`config.mk`:
```
export PLATFORM = sky130hd
export DESIGN_NAME = abro_event_scheduler
export DESIGN_NICKNAME = d
export VERILOG_FILES = /design/src/rtl/abro_sched_pkg.sv /design/src/rtl/rr_arbiter.sv /design/src/rtl/abro_event_scheduler.sv
export SDC_FILE = /design/constraint.sdc
export NUM_CORES = 1
export LEC_CHECK = 0
export ABC_AREA = 1
export BUFFER_PORTS_ARGS = -buffer_cell sky130_fd_sc_hd__clkbuf_2
export CAP_MARGIN = 0
export CORE_MARGIN = 1.5
export CORE_UTILIZATION = 45
export DETAILED_ROUTE_END_ITERATION = 7
export PLACE_DENSITY = 0.66
export SLEW_MARGIN = 20
export SYNTH_ARGS = -nofsm -noshare
export SYNTH_HDL_FRONTEND = slang
export SYNTH_SLANG_ARGS = --single-unit
```
`constraint.sdc`:
```
create_clock -name clk -period 2.95 [get_ports clk]
set_input_delay 0.295 -clock clk [delete_from_list [all_inputs] [get_ports clk]]
set_output_delay 0.295 -clock clk [all_outputs]
set_load 0.02 [all_outputs]
```
`src/rtl/abro_sched_pkg.sv`:
```
// Shared definitions for the ABRO event scheduler: controller state
// encodings and the event-kind constants carried on req_kind.
package abro_sched_pkg;

    typedef enum logic [1:0] {
        IDLE    = 2'b00,
        COLLECT = 2'b01,
        RESTART = 2'b10,
        CLEAR   = 2'b11
    } sched_state_t;

    localparam logic KIND_A = 1'b0;
    localparam logic KIND_B = 1'b1;

endpackage

```
`src/rtl/rr_arbiter.sv`:
```
// Combinational round-robin arbiter. Picks the first asserted request at or
// after the pointer, wrapping around, and reports it as a one-hot grant plus
// its binary index. A low enable suppresses every grant.
module rr_arbiter #(
    parameter int NUM_REQ = 4,
    localparam int PW = $clog2(NUM_REQ)
) (
    input  logic [NUM_REQ-1:0] req,
    input  logic [PW-1:0]      pointer,
    input  logic               enable,
    output logic [NUM_REQ-1:0] grant,
    output logic [PW-1:0]      grant_idx
);

    localparam int SW = PW + 1;

    logic          found;
    logic [SW-1:0] sum;
    logic [PW-1:0] idx;

    // Walk the requesters starting at the pointer and grant the first valid one
    always_comb begin
        grant     = '0;
        grant_idx = '0;
        found     = 1'b0;
        sum       = '0;
        idx       = '0;
        for (int k = 0; k < NUM_REQ; k++) begin
            sum = {1'b0, pointer} + SW'(k);
            if (sum >= SW'(NUM_REQ)) begin
                sum = sum - SW'(NUM_REQ);
            end
            idx = sum[PW-1:0];
            if (enable && !found && req[idx]) begin
                found      = 1'b1;
                grant[idx] = 1'b1;
                grant_idx  = idx;
            end
        end
    end

endmodule

```
`src/rtl/abro_event_scheduler.sv`:
```
// Shares one ABRO state machine between several event requesters. Requests
// are granted round-robin and forwarded as single-cycle A/B pulses; once the
// machine signals O (or the watchdog expires) a restart pulse is issued and
// the scheduler waits for O to fall before taking new events.
module abro_event_scheduler
    import abro_sched_pkg::*;
#(
    parameter int NUM_REQ = 4,
    parameter int TIMEOUT = 64,
    parameter int CNT_W   = 8,
    localparam int PW   = $clog2(NUM_REQ),
    localparam int WD_W = $clog2(TIMEOUT)
) (
    input  logic               clk,
    input  logic               reset,
    input  logic [NUM_REQ-1:0] req_valid,
    input  logic [NUM_REQ-1:0] req_kind,
    output logic [NUM_REQ-1:0] req_ready,
    output logic               abro_A,
    output logic               abro_B,
    output logic               abro_R,
    input  logic               abro_O,
    output logic               done_pulse,
    output logic               timeout_pulse,
    output logic [CNT_W-1:0]   done_count,
    output logic               busy,
    output logic [1:0]         state
);

    localparam logic [WD_W-1:0] WD_LAST = WD_W'(TIMEOUT - 1);
    localparam logic [PW-1:0]   PTR_LAST = PW'(NUM_REQ - 1);

    sched_state_t        cur_state;
    logic [PW-1:0]       pointer;
    logic [WD_W-1:0]     watchdog;
    logic [NUM_REQ-1:0]  grant;
    logic [PW-1:0]       grant_idx;
    logic                grant_en;
    logic                transfer;

    assign grant_en  = ((cur_state == IDLE) || (cur_state == COLLECT)) && !abro_O;
    assign req_ready = grant;
    assign transfer  = |grant;
    assign state     = cur_state;

    rr_arbiter #(
        .NUM_REQ (NUM_REQ)
    ) u_arb (
        .req       (req_valid),
        .pointer   (pointer),
        .enable    (grant_en),
        .grant     (grant),
        .grant_idx (grant_idx)
    );

    // Controller: state, pointer, watchdog, event/restart pulses and completion count
    always_ff @(posedge clk or negedge reset) begin
        if (!reset) begin
            cur_state     <= IDLE;
            busy          <= 1'b0;
            pointer       <= '0;
            watchdog      <= '0;
            done_count    <= '0;
            abro_A        <= 1'b0;
            abro_B        <= 1'b0;
            abro_R        <= 1'b0;
            done_pulse    <= 1'b0;
            timeout_pulse <= 1'b0;
        end else begin
            abro_A        <= transfer && (req_kind[grant_idx] == KIND_A);
            abro_B        <= transfer && (req_kind[grant_idx] == KIND_B);
            abro_R        <= 1'b0;
            done_pulse    <= 1'b0;
            timeout_pulse <= 1'b0;

            if (transfer) begin
                pointer <= (grant_idx == PTR_LAST) ? '0 : grant_idx + 1'b1;
            end

            case (cur_state)
                IDLE: begin
                    if (transfer) begin
                        cur_state <= COLLECT;
                        busy      <= 1'b1;
                        watchdog  <= '0;
                    end
                end
                COLLECT: begin
                    if (abro_O) begin
                        done_pulse <= 1'b1;
                        abro_R     <= 1'b1;
                        cur_state  <= RESTART;
                        if (done_count != '1) begin
                            done_count <= done_count + 1'b1;
                        end
                    end else if (watchdog == WD_LAST) begin
                        timeout_pulse <= 1'b1;
                        abro_R        <= 1'b1;
                        cur_state     <= RESTART;
                    end else begin
                        watchdog <= watchdog + 1'b1;
                    end
                end
                RESTART: begin
                    cur_state <= CLEAR;
                end
                CLEAR: begin
                    if (!abro_O) begin
                        cur_state <= IDLE;
                        busy      <= 1'b0;
                    end
                end
                default: begin
                    cur_state <= IDLE;
                    busy      <= 1'b0;
                end
            endcase
        end
    end

endmodule

```
After elaboration in Yosys (flattened, before gate mapping)
Cells that the tools add are included.
Operators by class
  add/subtract/negate cells: 10
  order comparisons: 13
  eq/ne operators: 11
  multiplexer cells: 53
  bitwise logic cells: 4
  reduce and logical (&&, ||, !) cells: 27
Operators with widths (count)
  2-to-1 mux 2 bit: 13
  2-to-1 mux 1 bit: 21
  2-to-1 mux 6 bit: 3
  2-to-1 mux 4 bit: 4
  less-than comparator 2 x 3 -> 1 bit (second input constant): 5
  logical AND 1 bit: 14
  OR 4 bit: 3
  case mux 6 bit (2 select lines): 1
  binary-select mux 1 bit (select 2 bit): 5
  >= comparator 3 bit (second input constant): 3
  AND reduction 3 bit: 3
  adder 8 x 1 -> 8 bit (second input constant): 1
  demux 1 bit (select 2 bit): 4
  >= comparator 2 x 1 -> 1 bit (second input constant): 4
  != test 2 bit (second input constant): 4
  != test 8 bit (second input constant): 1
  case mux 2 bit (4 select lines): 1
  subtractor 2 x 1 -> 2 bit (second input constant): 4
  adder 2 x 2 -> 3 bit (second input constant): 2
  adder 6 x 1 -> 6 bit (second input constant): 1
  == test 2 bit (second input constant): 3
  == test 6 bit (second input constant): 1
  zero test 1 bit: 4
  AND reduction 4 bit: 1
  11 further kinds: 12
Word-level totals
  register bits: 24
  output and inout bits: 20
  word-level logic and storage cells: 128

Logic depth before layout (Yosys ltp)
Gate-level depths: netlist of the first run.
  word-level depth: 22
  depth in mapped cells: 16

Hierarchy
A second synthesis of the first run with hierarchy kept.
Unflattened totals
  cells, all modules: 251
  area, all modules: 1834.3 um^2
Modules (own cells, without submodules)
  abro_event_scheduler: instances 1, cells each 170, area each 1341.3 um^2, sequential area each 600.6 um^2
  rr_arbiter: instances 1, cells each 81, area each 493.0 um^2, sequential area each 0.0 um^2

Least setup slack after synthesis of the first run
No wires, ideal clock.
  path type: reg-to-reg
  start: register pointer[0]
  end: register watchdog[3]
  library setup time: 74 ps
  arrival time: 2222 ps
  slack: 654 ps
  cell stages (with the launch flop): 16
  path buffers: 1
  path through: dfrtp_1 -> inv_2 -> ha_1 -> inv_1 -> nand3_2 -> nand2_2 -> nand3_4 -> inv_2 -> nand3_1 -> nand3_2 -> nor2_4 -> nand3_4 -> nand2_4 -> buf_8 -> nand2_2 -> o21ai_2
Between the ends
  cells in the longest elaborated chain, start to end: 21
  elaborated cells between the ends (all ways): 66
RTL lines
  start: declaration: line abro_event_scheduler.sv:34  | logic [PW-1:0] pointer;
  start signal: assignment: line abro_event_scheduler.sv:77  | pointer <= (grant_idx == PTR_LAST) ? '0 : grant_idx + 1'b1;
  branches (longest 17 deep; another with adder 2 x 1 -> 3 bit)
  2-to-1 mux 4 bit *: line rr_arbiter.sv:34  | if (enable && !found && req[idx]) begin
  net req_ready[2]: line abro_event_scheduler.sv:18  | output logic [NUM_REQ-1:0] req_ready,
  OR reduction 4 bit *: line abro_event_scheduler.sv:43  | assign transfer = |grant;
  != test 2 bit (no source line) *
  AND reduction 4 bit (no source line) *
  end signal: assignment: line abro_event_scheduler.sv:101  | watchdog <= watchdog + 1'b1;
  end: declaration: line abro_event_scheduler.sv:35  | logic [WD_W-1:0] watchdog;
Mark *: on every way through the listed nets, which the timed path passes. The select of a mux whose other input is x is not followed.
A chain may end at the register's enable or synchronous reset.

Worst setup path after layout of the first run
  start: register pointer[0]
  end: output req_ready[0]
Between the ends
  cells in the longest elaborated chain, start to end: 18
  elaborated cells between the ends (all ways): 63
RTL lines (line)
  branches (longest 17 deep; another with adder 2 x 1 -> 3 bit)
  2-to-1 mux 4 bit *: rr_arbiter.sv:34
  end: declaration: abro_event_scheduler.sv:18
Mark *: on every way between the ends. The select of a mux whose other input is x is not followed.

==> impl_results.rst, run 1 <==
.. list-table::
   :header-rows: 1

   * - Metric
     - Value
   * - Detailed Route Iter0 Violations
     - 37
   * - Number of clock sinks
     - 24
   * - Number of nets still failing antenna checks after routing
     - 0
   * - Power density over the cells
     - 1005 nW/um^2
   * - Via-per-instance ratio
     - 4.843
   * - Number of CTS-inserted buffers
     - 3
   * - Kind of launch point of the worst setup path
     - register
   * - Number of max-slew violations in the final report
     - 0
   * - Skew final
     - 0.0008423 ns
   * - Iteration count of the initial detailed-routing pass
     - 4
   * - Most area-consuming cells after synthesis
     - dfrtp_1 33%, nand2_1 13%, ha_1 9.8%
   * - Fill cell instance count of the final layout
     - 374
   * - Top fanout value on the critical path
     - 10
   * - Seq/Total Area, Yosys
     - 33.47%
   * - Post-synth top flop
     - dfrtp_1
   * - Result of the run
     - finished clean
   * - Share of flip-flops with an asynchronous set or reset after synthesis
     - 100.0%
   * - Most used standard cells in the synthesized netlist
     - 60 x nand2_1, 24 x dfrtp_1, 18 x nand3_1, 15 x inv_1, 14 x ha_1
   * - Headroom to the max-slew limit
     - 60.03%
   * - Period minus WS final
     - 2.709 ns
   * - Overall power of the completed layout
     - 0.002079 W
   * - Worst Path Required
     - 2.65 ns
   * - Die height
     - 66.15 um
   * - Number of cells produced by synthesis
     - 218
   * - Maxcap violations
     - 0
   * - R2r startpoint
     - pointer[0]$_DFFE_PN0P_
   * - Number of flip-flops and latches in the synthesized netlist
     - 24
   * - Routability congestion estimate from global placement
     - 0.8237
   * - Type of the most critical hold path
     - input port to asynchronous set/reset pin
   * - Number of distinct standard cells referenced by the synthesized netlist
     - 29
   * - Routed vias
     - 1,453
   * - Sequential cell area
     - 600.6 um^2
   * - Via count of the first global-routing pass
     - 1,436
   * - Post-synth top area cell
     - dfrtp_1
   * - Core area
     - 3744 um^2
   * - Portion of the clock cycle consumed by the worst path in the final layout
     - 91.83%
   * - Initial core utilization
     - 47.93%
   * - Net count after synthesis
     - 243
   * - R2r endpoint
     - watchdog[1]$_DFFE_PN0P_
   * - Synth warn
     - 0
   * - Final Hold Fails
     - 0
   * - Final layout net count
     - 278
   * - Width of the die
     - 66.15 um
   * - WL/cell
     - 11.08 um
   * - Sum of negative setup slack
     - 0 ns
   * - Most common cell in the synthesized netlist
     - nand2_1
   * - Clock Latency Late Sink
     - 0.26 ns
   * - DPL Wire Length
     - 2650 um
   * - Static power due to leakage
     - 1.100 nW
   * - Global-route usage over all layers
     - 18.01%
   * - Portion of synthesized cell area occupied by the leading cell type
     - 33.47%
   * - TritonCTS clock tree
     - yes
   * - First-pass GRT wire length
     - 6161 um
   * - Worst Reg2Reg Path Length in Cells
     - 14
   * - Floorplan die area
     - 4375 um^2
   * - DRC violation count after routing
     - 0
   * - Port buffer count
     - 30
   * - Endpoint type of the worst setup path
     - output pin
   * - Number of H-tree levels
     - 1
   * - IO Pins
     - 31
   * - Avg Inst Size Synth
     - 8.230 um^2
   * - Number of buffers on the longest clock path
     - 2
   * - Area used by multi-input combinational logic
     - 1099 um^2
   * - Number of buffers inserted to repair setup after CTS
     - 0
   * - Slew at the pin closest to its max-slew limit
     - 0.5995 ns
   * - CTS root buf
     - clkbuf_8
   * - Pin count of the biggest net entering global routing
     - 25
   * - Wire length reported by the detailed router
     - 3323 um
   * - Setup slack, reg-to-reg
     - 0.45 ns
   * - Worst slack on hold paths
     - 0.01811 ns
   * - Cell area after synthesis
     - 1794 um^2
   * - Largest vdd supply drop
     - 0.4564 mV
   * - Timing-limited maximum frequency
     - 369.1 MHz
   * - Initial antenna violation count
     - 0
   * - Final setup fails
     - 0
   * - Clock slew at the register clock pins of the worst setup and hold paths
     - 0.09 ns
   * - Count of flip-flops with a built-in enable after synthesis
     - 0
   * - Antenna diode instance count
     - 0
   * - Critical path start-end classification
     - register to output pin
   * - Cts hold-fix bufs
     - 0
   * - Num rows
     - 22
   * - RSZ-0062 raised after global routing
     - no
   * - Worst Path Arrival
     - 2.41 ns
   * - Total of cells resized after clock tree synthesis
     - 0
   * - Ratio of cells with drive above 1 in the final layout
     - 32.14%
   * - Residual overflow from global routing
     - 0
   * - Synthesis-to-layout area growth
     - 15.27%
==> flip-flops by register name, indices dropped and copies added (netlist names) <==
register,cells
abro_A,1
abro_B,1
abro_R,1
busy,1
done_count,8
done_pulse,1
pointer,2
state,2
timeout_pulse,1
watchdog,6
==> cell usage in the layout (no fill, tap or decap), types with 2 or more instances in the layout <==
master	n
nand2_1	60
clkbuf_2	30
dfrtp_1	24
nand3_1	18
inv_1	15
ha_1	14
nand2_2	12
nor2_1	9
nand4_1	8
nand3_2	7
or2_2	6
o21ai_2	6
xor2_1	6
nor2_4	5
xnor2_1	4
inv_2	3
o21ai_0	3
clkbuf_8	3
nand2_4	2
clkinv_1	2
nand3_4	2
a21oi_1	2
nor3_1	2
==> layout make-up <==
class / count / share of cell area (%)
Timing Repair Buffer: 31 / 7.623
Multi-Input combinational cell: 172 / 53.12
Clock buffer: 3 / 1.996
Inverter: 21 / 3.872
Sequential cell: 24 / 29.04
Tap cell: 48 / 2.904
Clock inverter: 1 / 1.452
==> stage by stage <==
stage | instance area, um^2 | cells | setup WS (ns) | util, %
floorplan | 1794 | 218 | 0.6543 | -
global placement | 1997 | 296 | 0.4669 | 53.34
detailed placement | 1997 | 296 | 0.4630 | 53.34
CTS | 2068 | 300 | 0.2351 | 55.25
global route | 2068 | 300 | 0.02917 | 55.25
finish | 2068 | 300 | 0.2410 | 55.25
==> kinds of logic after synthesis <==
group | Yosys count | share of synthesized area, %
compound gates | 14 | 5.369
fa+ha+maj | 14 | 9.763
buf+inv | 22 | 5.299
flops | 24 | 33.47
simple gates | 134 | 41.21
xor+xnor | 10 | 4.881
==> worst max-delay path: stages (launching register included) <==
cell and delay (ns):
dfrtp_1 0.56, inv_2 0.19, ha_1 0.38, inv_1 0.12
nand3_2 0.15, nand2_2 0.11, nand3_4 0.10, inv_2 0.11
nand3_1 0.14, nand3b_4 0.13, clkbuf_2 0.17
==> per-layer routing <==
layer	GRT usage, %	part of all wire (%)
met1	24.60	51
met2	28.88	45
met3	4.089	3.0
met4	4.337	0.81
met5	0	0
==> power by group <==
group | internal (W) | total, W | switching (W) | leakage (nW)
registers | 0.000418 | 0.000522 | 0.000104 | 0.313
logic | 0.000425 | 0.00127 | 0.000842 | 0.751
clock network | 0.000181 | 0.000290 | 0.000108 | 0.0357
total | 0.00102 | 0.00208 | 0.00105 | 1.10
==> worst max-delay path by stage <==
stage / depth (start not counted) / to / slack [ns] / startpoint
CTS: 10 / req_ready[0] / 0.24 / pointer[0]$_DFFE_PN0P_
finish: 10 / req_ready[0] / 0.24 / pointer[0]$_DFFE_PN0P_
floorplan: 15 / watchdog[3]$_DFFE_PN0P_ / 0.65 / pointer[0]$_DFFE_PN0P_
detailed placement: 14 / watchdog[1]$_DFFE_PN0P_ / 0.46 / pointer[0]$_DFFE_PN0P_
global placement: 13 / pointer[1]$_DFFE_PN0P_ / 0.47 / pointer[0]$_DFFE_PN0P_
global route: 10 / req_ready[0] / 0.03 / pointer[0]$_DFFE_PN0P_
(Power assumes the default switching activity.)
==> run 2: changes to the inputs <==
--- a/config.mk
+++ b/config.mk
@@ -8,8 +8,8 @@
 export ABC_AREA = 1
 export BUFFER_PORTS_ARGS = -buffer_cell sky130_fd_sc_hd__clkbuf_2
 export CAP_MARGIN = 0
-export CORE_MARGIN = 1.5
 export CORE_UTILIZATION = 45
+export CTS_BUF_LIST = sky130_fd_sc_hd__clkbuf_16
 export DETAILED_ROUTE_END_ITERATION = 7
 export PLACE_DENSITY = 0.66
 export SLEW_MARGIN = 20
==> run 2 against run 1 <==
Clock skew increased by 0.0010 ns. Sequential share of layout area down 0.47 points. Sequential power is 0.8% higher. Register-to-register slack gained 0.02 ns. Core utilization rose by 0.90 points. Sequential cell count stayed put. Worst setup slack improved by 0.037 ns. Non-clock buffer count stayed put. Clock power rose by 33%. Design area up 1.6%. Via count grew 5.3%. Critical path type unchanged. Critical endpoint unchanged. Highest routed layer unchanged.
==> impl_results.rst, run 2 (same netlist as run 1, synthesis figures left out) <==
.. list-table::
   :header-rows: 1

   * - Metric
     - Value
   * - Via-per-instance ratio
     - 5.100 (+5.3%)
   * - Initial core utilization
     - 47.93% (unchanged)
   * - Initial antenna violation count
     - 0 (unchanged)
   * - Critical path start-end classification
     - register to output pin
   * - Pre-CTS setup slack
     - 0.4863 ns (+0.02325 ns)
   * - Final layout net count
     - 278 (unchanged)
   * - Most common cell after layout, fill and taps aside
     - nand2_1
   * - Port buffer count
     - 30 (unchanged)
   * - Cts hold-fix bufs
     - 0 (unchanged)
   * - RSZ-0062 raised after global routing
     - no
   * - Period minus WS final
     - 2.672 ns (-0.03673 ns)
   * - Headroom to the max-slew limit
     - 60.19% (+0.15 points)
   * - Die height
     - 65.15 um (-1.5%)
   * - Ratio of cells with drive above 1 in the final layout
     - 32.14% (unchanged)
   * - Final Hold Fails
     - 0 (unchanged)
   * - Synthesis-to-layout area growth
     - 17.16%
   * - Number of flip-flops under the largest register name
     - 8 (unchanged)
   * - Antenna diode instance count
     - 0 (unchanged)
   * - Timing-limited maximum frequency
     - 374.2 MHz (+1.4%)
   * - Number of CTS-inserted buffers
     - 3 (unchanged)
   * - Post-route standard cell area excluding fillers
     - 2102 um^2 (+1.6%)
   * - Termination of the worst setup path
     - req_ready[0]
   * - Slew at the pin closest to its max-slew limit
     - 0.5972 ns (-0.002305 ns)
   * - Routability congestion estimate from global placement
     - 0.8683 (+5.4%)
   * - IO Pins
     - 31 (unchanged)
   * - Wire length reported by the detailed router
     - 3554 um (+7.0%)
   * - Result of the run
     - finished clean
   * - Worst Path Required
     - 2.65 ns (about the same)
   * - Number of max-slew violations in the final report
     - 0 (unchanged)
   * - DRC violation count after routing
     - 0 (unchanged)
   * - Kind of launch point of the worst setup path
     - register
   * - Top fanout value on the critical path
     - 10 (unchanged)
   * - Total of cells resized after clock tree synthesis
     - 0 (unchanged)
   * - Worst slack on hold paths
     - 0.03032 ns (+0.01221 ns)
   * - DPL Wire Length
     - 2752 um (+3.9%)
   * - Setup slack, reg-to-reg
     - 0.47 ns (+0.02 ns)
   * - Clock Latency Late Sink
     - 0.26 ns (about the same)
   * - Endpoint type of the worst setup path
     - output pin
   * - Global-route usage over all layers
     - 19.32% (+1.3 points)
   * - R2r endpoint
     - watchdog[1]$_DFFE_PN0P_
   * - Core area
     - 3744 um^2 (unchanged)
   * - R2r startpoint
     - pointer[0]$_DFFE_PN0P_
   * - Residual overflow from global routing
     - 0 (unchanged)
   * - Portion of the clock cycle consumed by the worst path in the final layout
     - 90.59% (-1.2 points)
   * - Number of buffers on the longest clock path
     - 2 (unchanged)
   * - Biggest registers after layout
     - done_count: 8 flops, watchdog: 6 flops
   * - Static power due to leakage
     - 1.115 nW (+1.4%)
   * - Skew final
     - 0.001840 ns (+0.0009973 ns)
   * - CTS root buf
     - clkbuf_16
   * - Power density over the cells
     - 1046 nW/um^2 (+4.0%)
   * - Clock slew at the register clock pins of the worst setup and hold paths
     - 0.06 ns (-0.03 ns)
   * - Largest vdd supply drop
     - 0.5315 mV (+16%)
   * - WL/cell
     - 11.85 um (+7.0%)
   * - Iteration count of the initial detailed-routing pass
     - 4 (unchanged)
   * - Floorplan die area
     - 4244 um^2 (-3.0%)
   * - Worst Reg2Reg Path Length in Cells
     - 14 (unchanged)
   * - Width of the die
     - 65.15 um (-1.5%)
   * - Maxcap violations
     - 0 (unchanged)
   * - Final worst slack
     - 0.2777 ns (+0.03673 ns)
   * - Most used cells in the layout excluding fill and tap cells
     - 60 x nand2_1, 30 x clkbuf_2, 24 x dfrtp_1
   * - Number of H-tree levels
     - 1 (unchanged)
   * - Setup crit start
     - pointer[0]$_DFFE_PN0P_
   * - First-pass GRT wire length
     - 6410 um (+4.0%)
   * - TritonCTS clock tree
     - yes
   * - Area of placed instances
     - 1997 um^2 (unchanged)
   * - Via count of the first global-routing pass
     - 1,423 (-0.91%)
   * - Number of buffers inserted to repair setup after CTS
     - 0 (unchanged)
   * - Detailed Route Iter0 Violations
     - 59 (+59%)
   * - Register name with the most flops
     - done_count
   * - Number of clock sinks
     - 24 (unchanged)
   * - Overall power of the completed layout
     - 0.002198 W (+5.7%)
   * - Routed vias
     - 1,530 (+5.3%)
   * - Num rows
     - 22 (unchanged)
   * - Pin count of the biggest net entering global routing
     - 25 (unchanged)
   * - Worst Path Arrival
     - 2.38 ns (-0.03 ns)
   * - Type of the most critical hold path
     - input port to asynchronous set/reset pin
   * - Sum of negative setup slack
     - 0 ns (unchanged)
   * - Number of nets still failing antenna checks after routing
     - 0 (unchanged)
   * - Final setup fails
     - 0 (unchanged)
==> run 2: metrics by stage <==
stage               cells  util (%)
floorplan             218         -
global placement      296     53.34
detailed placement    296     53.34
CTS                   300     56.15
global route          300     56.15
finish                300     56.15
==> run 2: worst max-delay path, cell delays in order, from the launching register on <==
cell,delay [ns]
dfrtp_1,0.54
inv_2,0.18
ha_1,0.37
inv_1,0.13
nand3_2,0.15
nand2_2,0.11
nand3_4,0.10
inv_2,0.11
nand3_1,0.13
nand3b_4,0.12
clkbuf_2,0.17
==> run 2: report_power, final <==
group	switching [W]	internal, W	total, W
combinational	0.000862	0.000424	0.00129
clock	0.000117	0.000270	0.000387
sequential	0.000107	0.000419	0.000526
==> run 2: how the worst min path moves through the flow <==
stage / to / slack (ns) / start / cells after the start
3_3_place_gp: state[0]$_DFFE_PN0P_ / 0.34 / reset / 1
6_report: state[0]$_DFFE_PN0P_ / 0.03 / reset / 1
3_5_place_dp: state[0]$_DFFE_PN0P_ / 0.34 / reset / 1
4_1_cts: state[0]$_DFFE_PN0P_ / 0.06 / reset / 1
5_1_grt: state[0]$_DFFE_PN0P_ / 0.09 / reset / 1
2_1_floorplan: abro_A$_DFF_PN0_ / -0.0006 / reset / 0
==> run 2: layer usage <==
metal	wire length [um]	share of wire, %	up-vias	track usage [%]
met5	0	0	-	0
met4	26	0.73	0	4.076
met3	176	5.0	2	3.646
met2	1641	46	52	32.16
met1	1709	48	703	26.10
li1	-	-	773	-
==> run 2: area by class of cell <==
type / count / area, um^2
Timing Repair Buffer: 31 / 157.7
Inverter: 21 / 80.08
Fill cell: 358 / 1642
Clock inverter: 1 / 30.03
Clock buffer: 3 / 75.07
Multi-Input combinational cell: 172 / 1099
Sequential cell: 24 / 600.6
Tap cell: 48 / 60.06
